[src/rtl/wilkinson_port_power_monitor.sv]
// Mean-power monitor for the two Wilkinson divider output ports: squares and
// accumulates a block of 2^LOG2_N sample pairs, then reports per-port mean power and an arm-imbalance flag.
module wilkinson_port_power_monitor #(
    parameter int DATA_W    = 12,
    parameter int LOG2_N    = 4,
    parameter int IMB_SHIFT = 3
) (
    input  logic                     clk,
    input  logic                     rst_n,
    input  logic                     start,
    input  logic                     abort,
    input  logic                     in_valid,
    output logic                     in_ready,
    input  logic signed [DATA_W-1:0] in_a,
    input  logic signed [DATA_W-1:0] in_b,
    output logic                     res_valid,
    input  logic                     res_ready,
    output logic [2*DATA_W-2:0]      pwr_a,
    output logic [2*DATA_W-2:0]      pwr_b,
    output logic                     imb_flag,
    output logic                     busy
);

    localparam int SQ_W  = 2 * DATA_W;
    localparam int ACC_W = SQ_W + LOG2_N;
    localparam int PWR_W = 2 * DATA_W - 1;
    localparam int CNT_W = LOG2_N + 1;
    localparam logic [CNT_W-1:0] LAST_IDX = CNT_W'((1 << LOG2_N) - 1);

    typedef enum logic [1:0] {
        IDLE  = 2'd0,
        ACCUM = 2'd1,
        DONE  = 2'd2
    } state_t;

    state_t             state_q, state_d;
    logic [ACC_W-1:0]   acc_a_q, acc_a_d, acc_b_q, acc_b_d;
    logic [CNT_W-1:0]   cnt_q, cnt_d;
    logic [PWR_W-1:0]   pwr_a_q, pwr_a_d, pwr_b_q, pwr_b_d;
    logic               imb_q, imb_d;

    logic [SQ_W-1:0]    sq_a, sq_b;
    logic [ACC_W-1:0]   acc_a_sum, acc_b_sum;
    logic [PWR_W-1:0]   mean_a, mean_b;

    // Sign-extend before multiplying so the low SQ_W product bits are exact;
    // the square of the most negative code lands on 2^(SQ_W-2) without wrapping.
    function automatic logic [SQ_W-1:0] square(input logic signed [DATA_W-1:0] x);
        logic signed [SQ_W-1:0] xe;
        logic signed [SQ_W-1:0] p;
        xe = {{DATA_W{x[DATA_W-1]}}, x};
        p  = xe * xe;
        return $unsigned(p);
    endfunction

    function automatic logic imbalanced(input logic [PWR_W-1:0] pa,
                                        input logic [PWR_W-1:0] pb);
        logic [PWR_W-1:0] mx, mn;
        mx = (pa > pb) ? pa : pb;
        mn = (pa > pb) ? pb : pa;
        return (mx - mn) > (mx >> IMB_SHIFT);
    endfunction

    assign sq_a      = square(in_a);
    assign sq_b      = square(in_b);
    assign acc_a_sum = acc_a_q + {{LOG2_N{1'b0}}, sq_a};
    assign acc_b_sum = acc_b_q + {{LOG2_N{1'b0}}, sq_b};
    // Mean includes the pair being accepted this cycle; the shift truncates.
    assign mean_a    = acc_a_sum[LOG2_N +: PWR_W];
    assign mean_b    = acc_b_sum[LOG2_N +: PWR_W];

    always_comb begin
        state_d = state_q;
        acc_a_d = acc_a_q;
        acc_b_d = acc_b_q;
        cnt_d   = cnt_q;
        pwr_a_d = pwr_a_q;
        pwr_b_d = pwr_b_q;
        imb_d   = imb_q;
        case (state_q)
            IDLE: begin
                if (start && !abort) begin
                    state_d = ACCUM;
                    acc_a_d = '0;
                    acc_b_d = '0;
                    cnt_d   = '0;
                end
            end
            ACCUM: begin
                if (abort) begin
                    state_d = IDLE;
                end else if (in_valid) begin
                    acc_a_d = acc_a_sum;
                    acc_b_d = acc_b_sum;
                    cnt_d   = cnt_q + CNT_W'(1);
                    if (cnt_q == LAST_IDX) begin
                        state_d = DONE;
                        pwr_a_d = mean_a;
                        pwr_b_d = mean_b;
                        imb_d   = imbalanced(mean_a, mean_b);
                    end
                end
            end
            DONE: begin
                if (abort || res_ready) begin
                    state_d = IDLE;
                end
            end
            default: state_d = IDLE;
        endcase
    end

    always_ff @(posedge clk or negedge rst_n) begin
        if (!rst_n) begin
            state_q <= IDLE;
            acc_a_q <= '0;
            acc_b_q <= '0;
            cnt_q   <= '0;
            pwr_a_q <= '0;
            pwr_b_q <= '0;
            imb_q   <= 1'b0;
        end else begin
            state_q <= state_d;
            acc_a_q <= acc_a_d;
            acc_b_q <= acc_b_d;
            cnt_q   <= cnt_d;
            pwr_a_q <= pwr_a_d;
            pwr_b_q <= pwr_b_d;
            imb_q   <= imb_d;
        end
    end

    assign in_ready  = (state_q == ACCUM);
    assign res_valid = (state_q == DONE);
    assign busy      = (state_q != IDLE);
    assign pwr_a     = pwr_a_q;
    assign pwr_b     = pwr_b_q;
    assign imb_flag  = imb_q;

endmodule

[config.mk]
export PLATFORM = sky130hd
export DESIGN_NAME = wilkinson_port_power_monitor
export DESIGN_NICKNAME = d
export VERILOG_FILES = /design/src/rtl/wilkinson_port_power_monitor.sv
export SDC_FILE = /design/constraint.sdc
export NUM_CORES = 1
export LEC_CHECK = 0
export CAP_MARGIN = 0
export CORE_UTILIZATION = 45
export DETAILED_ROUTE_END_ITERATION = 6
export PLACE_DENSITY = 0.7
export SYNTH_ARGS = -nofsm -noshare
export SYNTH_HDL_FRONTEND = slang
export SYNTH_SLANG_ARGS = --single-unit
export TNS_END_PERCENT = 1
[constraint.sdc]
create_clock -name clk -period 10.95 [get_ports clk]
set_input_delay 1.095 -clock clk [delete_from_list [all_inputs] [get_ports clk]]
set_output_delay 1.095 -clock clk [all_outputs]
set_load 0.05 [all_outputs]
==> results.ini <==
[place]
dpl.hpwl_mm = 46.44
portBuffers = 79
place_area_um2 = 23980
gp_congestion = 1.008

[synthesis]
synthCells = 2210
seq_area_frac_synth_pct = 14.20
synth-seq-cells = 108
synthFlopType = dfrtp_1
ys_types = 94
synth_nets = 2694
synthesis.area_um2 = 19040
synth-edff-count = 0
async_flop_share_pct = 100.0
yosys_warnings = 0
synth.avg_cell_area_um2 = 8.614

[setup_path]
cp.required_ns = 11.20
cp_max_fo = 12
slowest_stage = fa_1
critical_path_class = in -> reg
critical_path.startpoint_type = input port
crit_path_end_kind = register
cp_slowest_stage_delay_ns = 0.54
cp.arrival_ns = 12.35

[drt]
drt_iter0_drc = 1175
vias_per_cell = 5.273
wl_per_cell_um = 17.01
drc_errors = 0
dr.pass1.iters = 5
drtAntennaViolNets = 0
totalWireLength_mm = 54.87
vias = 17000

[cts]
cts_buffers = 9
clockRootBuffer = clkbuf_16
htreeDepth = 3
cts_tree = built
holdBufCountCts = 0
clock_sinks = 108
clk_path_buf_depth = 2
clk_latency_ns = 0.37
clk_pin_slew_worst_paths_ns = 0.08

[global_route]
grt_pass1_vias = 17960
grt_pass1_wl_mm = 91.00
grt_start_max_net_pins = 90
antenna_found_initial = 0
overflow = 0
grtUsageTotal_pct = 26.17

[status]
violations = setup timing
status = finished with violations

[layout]
area_growth_pct = 27.76
drive_above_1_share_pct = 22.44
fin_nets = 3172
final_util_pct = 58.90
design_area_um2 = 24320

[floorplan]
core_area_um2 = 41290
num_io_pins = 80
initial_utilization_pct = 46.10
die_h_um = 207.7
dieWidth_um = 207.7
rows = 74
dieArea_um2 = 43130

[sta]
holdWs_ns = 0.4829
rsz0062_at_grt = yes
setup_viol = 1
layout_min_cycle_time_ns = 12.11
hold_violations = 0
worst-slew-pin-transition_ns = 0.9656
worst_slack_ns = -1.157
finalCritPeriodShare_pct = 110.6
drv_slew = 0
clock.fmax_ghz = 0.08260
slew_headroom_pct = 35.39
clock_skew_ns = 0.01361

[min_path]
hold_path.class = reg -> reg

[job]
maxCapViolCount = 0

[flip-flops by register name, indices dropped and copies added, names as in the netlist]
register / count
cnt_q: 5
pwr_b: 23
acc_a_q: 27
pwr_a: 23
imb_flag: 1
acc_b_q: 27
state_q: 2
[final timing paths]
check                                   startpoint                       to  slack [ns]  cells after the start
hold reg to reg              pwr_b[11]$_DFFE_PN0P_    pwr_b[11]$_DFFE_PN0P_        0.48                      2
setup / recovery                           in_b[6]     imb_flag$_DFFE_PN0P_       -1.16                     59
max in group asynchronous                    rst_n  acc_b_q[20]$_DFFE_PN0P_        8.94                      2
hold / removal               pwr_b[11]$_DFFE_PN0P_    pwr_b[11]$_DFFE_PN0P_        0.48                      2
min in group asynchronous                    rst_n     pwr_b[7]$_DFFE_PN0P_        0.81                      1
setup reg to reg           acc_b_q[11]$_DFFE_PN0P_     imb_flag$_DFFE_PN0P_        3.70                     33
[final cells by class]
type / count / area (µm²)
multi-input combinational: 1610 / 14780
clock inverter: 6 / 77.57
tap: 532 / 665.6
clock buffer: 9 / 225.2
inverter: 409 / 1538
timing repair buffer: 550 / 4332
antenna: 1 / 2.502
fill: 3649 / 16970
sequential: 108 / 2703
[per-layer routing]
| metal | track usage (%) | vias to the layer above | wire (µm) |
|---|---|---|---|
| met3 | 2.587 | 87 | 2482 |
| met2 | 44.49 | 416 | 26440 |
| met5 | 0 | - | 0 |
| met4 | 7.484 | 0 | 1534 |
| li1 | - | 8155 | - |
| met1 | 35.42 | 8346 | 24410 |
[what timing repair did]
action	in CTS	in global routing
cloned	0	0
setup buffers	1	0
resized for setup	20	11
endpoints found under the setup margin	1	1
pin swaps	3	2
[layout by cell type, fill, tap and decap left out, drive strengths merged, types with 85 or more instances in the layout]
master / netlist / routed
buf: 20 / 472
nor2: 102 / 102
a21oi: 111 / 111
nand2: 231 / 231
dfrtp: 108 / 108
o21ai: 121 / 121
xnor2: 85 / 85
inv: 408 / 408
fa: 248 / 248
ha: 206 / 206
[cells in the mapped netlist, types with 6 or more instances]
cell type | number | share of area [%]
inv_1 | 408 | 8.0
fa_1 | 248 | 26
nand2_1 | 230 | 4.5
ha_1 | 206 | 14
a21oi_1 | 110 | 2.9
o21ai_0 | 109 | 2.9
dfrtp_1 | 108 | 14
nor2_1 | 101 | 2.0
xnor2_1 | 84 | 3.9
nand3_1 | 78 | 2.1
and2_1 | 71 | 2.3
clkbuf_1 | 63 | 1.2
xor2_1 | 40 | 1.8
a21o_1 | 39 | 1.5
o21bai_1 | 27 | 1.1
nand4_1 | 22 | 0.72
nor3_1 | 16 | 0.42
a31oi_1 | 15 | 0.49
and3_1 | 12 | 0.39
o21a_1 | 12 | 0.47
o21ai_1 | 12 | 0.32
buf_2 | 10 | 0.26
mux2i_1 | 10 | 0.53
nor2b_1 | 10 | 0.33
or2_2 | 10 | 0.33
a211oi_1 | 9 | 0.35
or3_1 | 9 | 0.30
buf_4 | 7 | 0.28
nand2b_1 | 7 | 0.23
o211ai_1 | 7 | 0.28
nor4_1 | 6 | 0.20
[worst max-delay path, delay by kind of cell]
family | cells | cell delay [ns]
XOR/XNOR | 2 | 0.33
buffers and inverters | 11 | 1.29
adder cells (fa/ha/maj) | 9 | 3.51
AO/OA/AOI/OAI | 22 | 3.51
multiplexers | 2 | 0.52
AND/OR/NAND/NOR | 13 | 2.07
[cell families after synthesis]
| kind of cell | share of synthesized area, % |
|---|---|
| buffers and inverters | 9.984 |
| multiplexers | 0.6441 |
| adder cells (fa/ha/maj) | 39.62 |
| flip-flops | 14.20 |
| XOR/XNOR | 5.850 |
| AND/OR/NAND/NOR | 15.10 |
| AO/OA/AOI/OAI | 14.61 |
[metrics by stage]
step / setup TNS (ns) / instances / setup slack (ns)
after global routing: -1.788 / 3224 / -1.788
after CTS: -1.191 / 3224 / -1.191
final: -1.157 / 3225 / -1.157
after global placement: -1.582 / 3208 / -1.582
after detailed placement: -1.732 / 3208 / -1.732
after floorplan: -1.151 / 2210 / -1.151
Power is not shown: default switching activity piles up to over one toggle a cycle in this logic, so the estimate is an artifact.
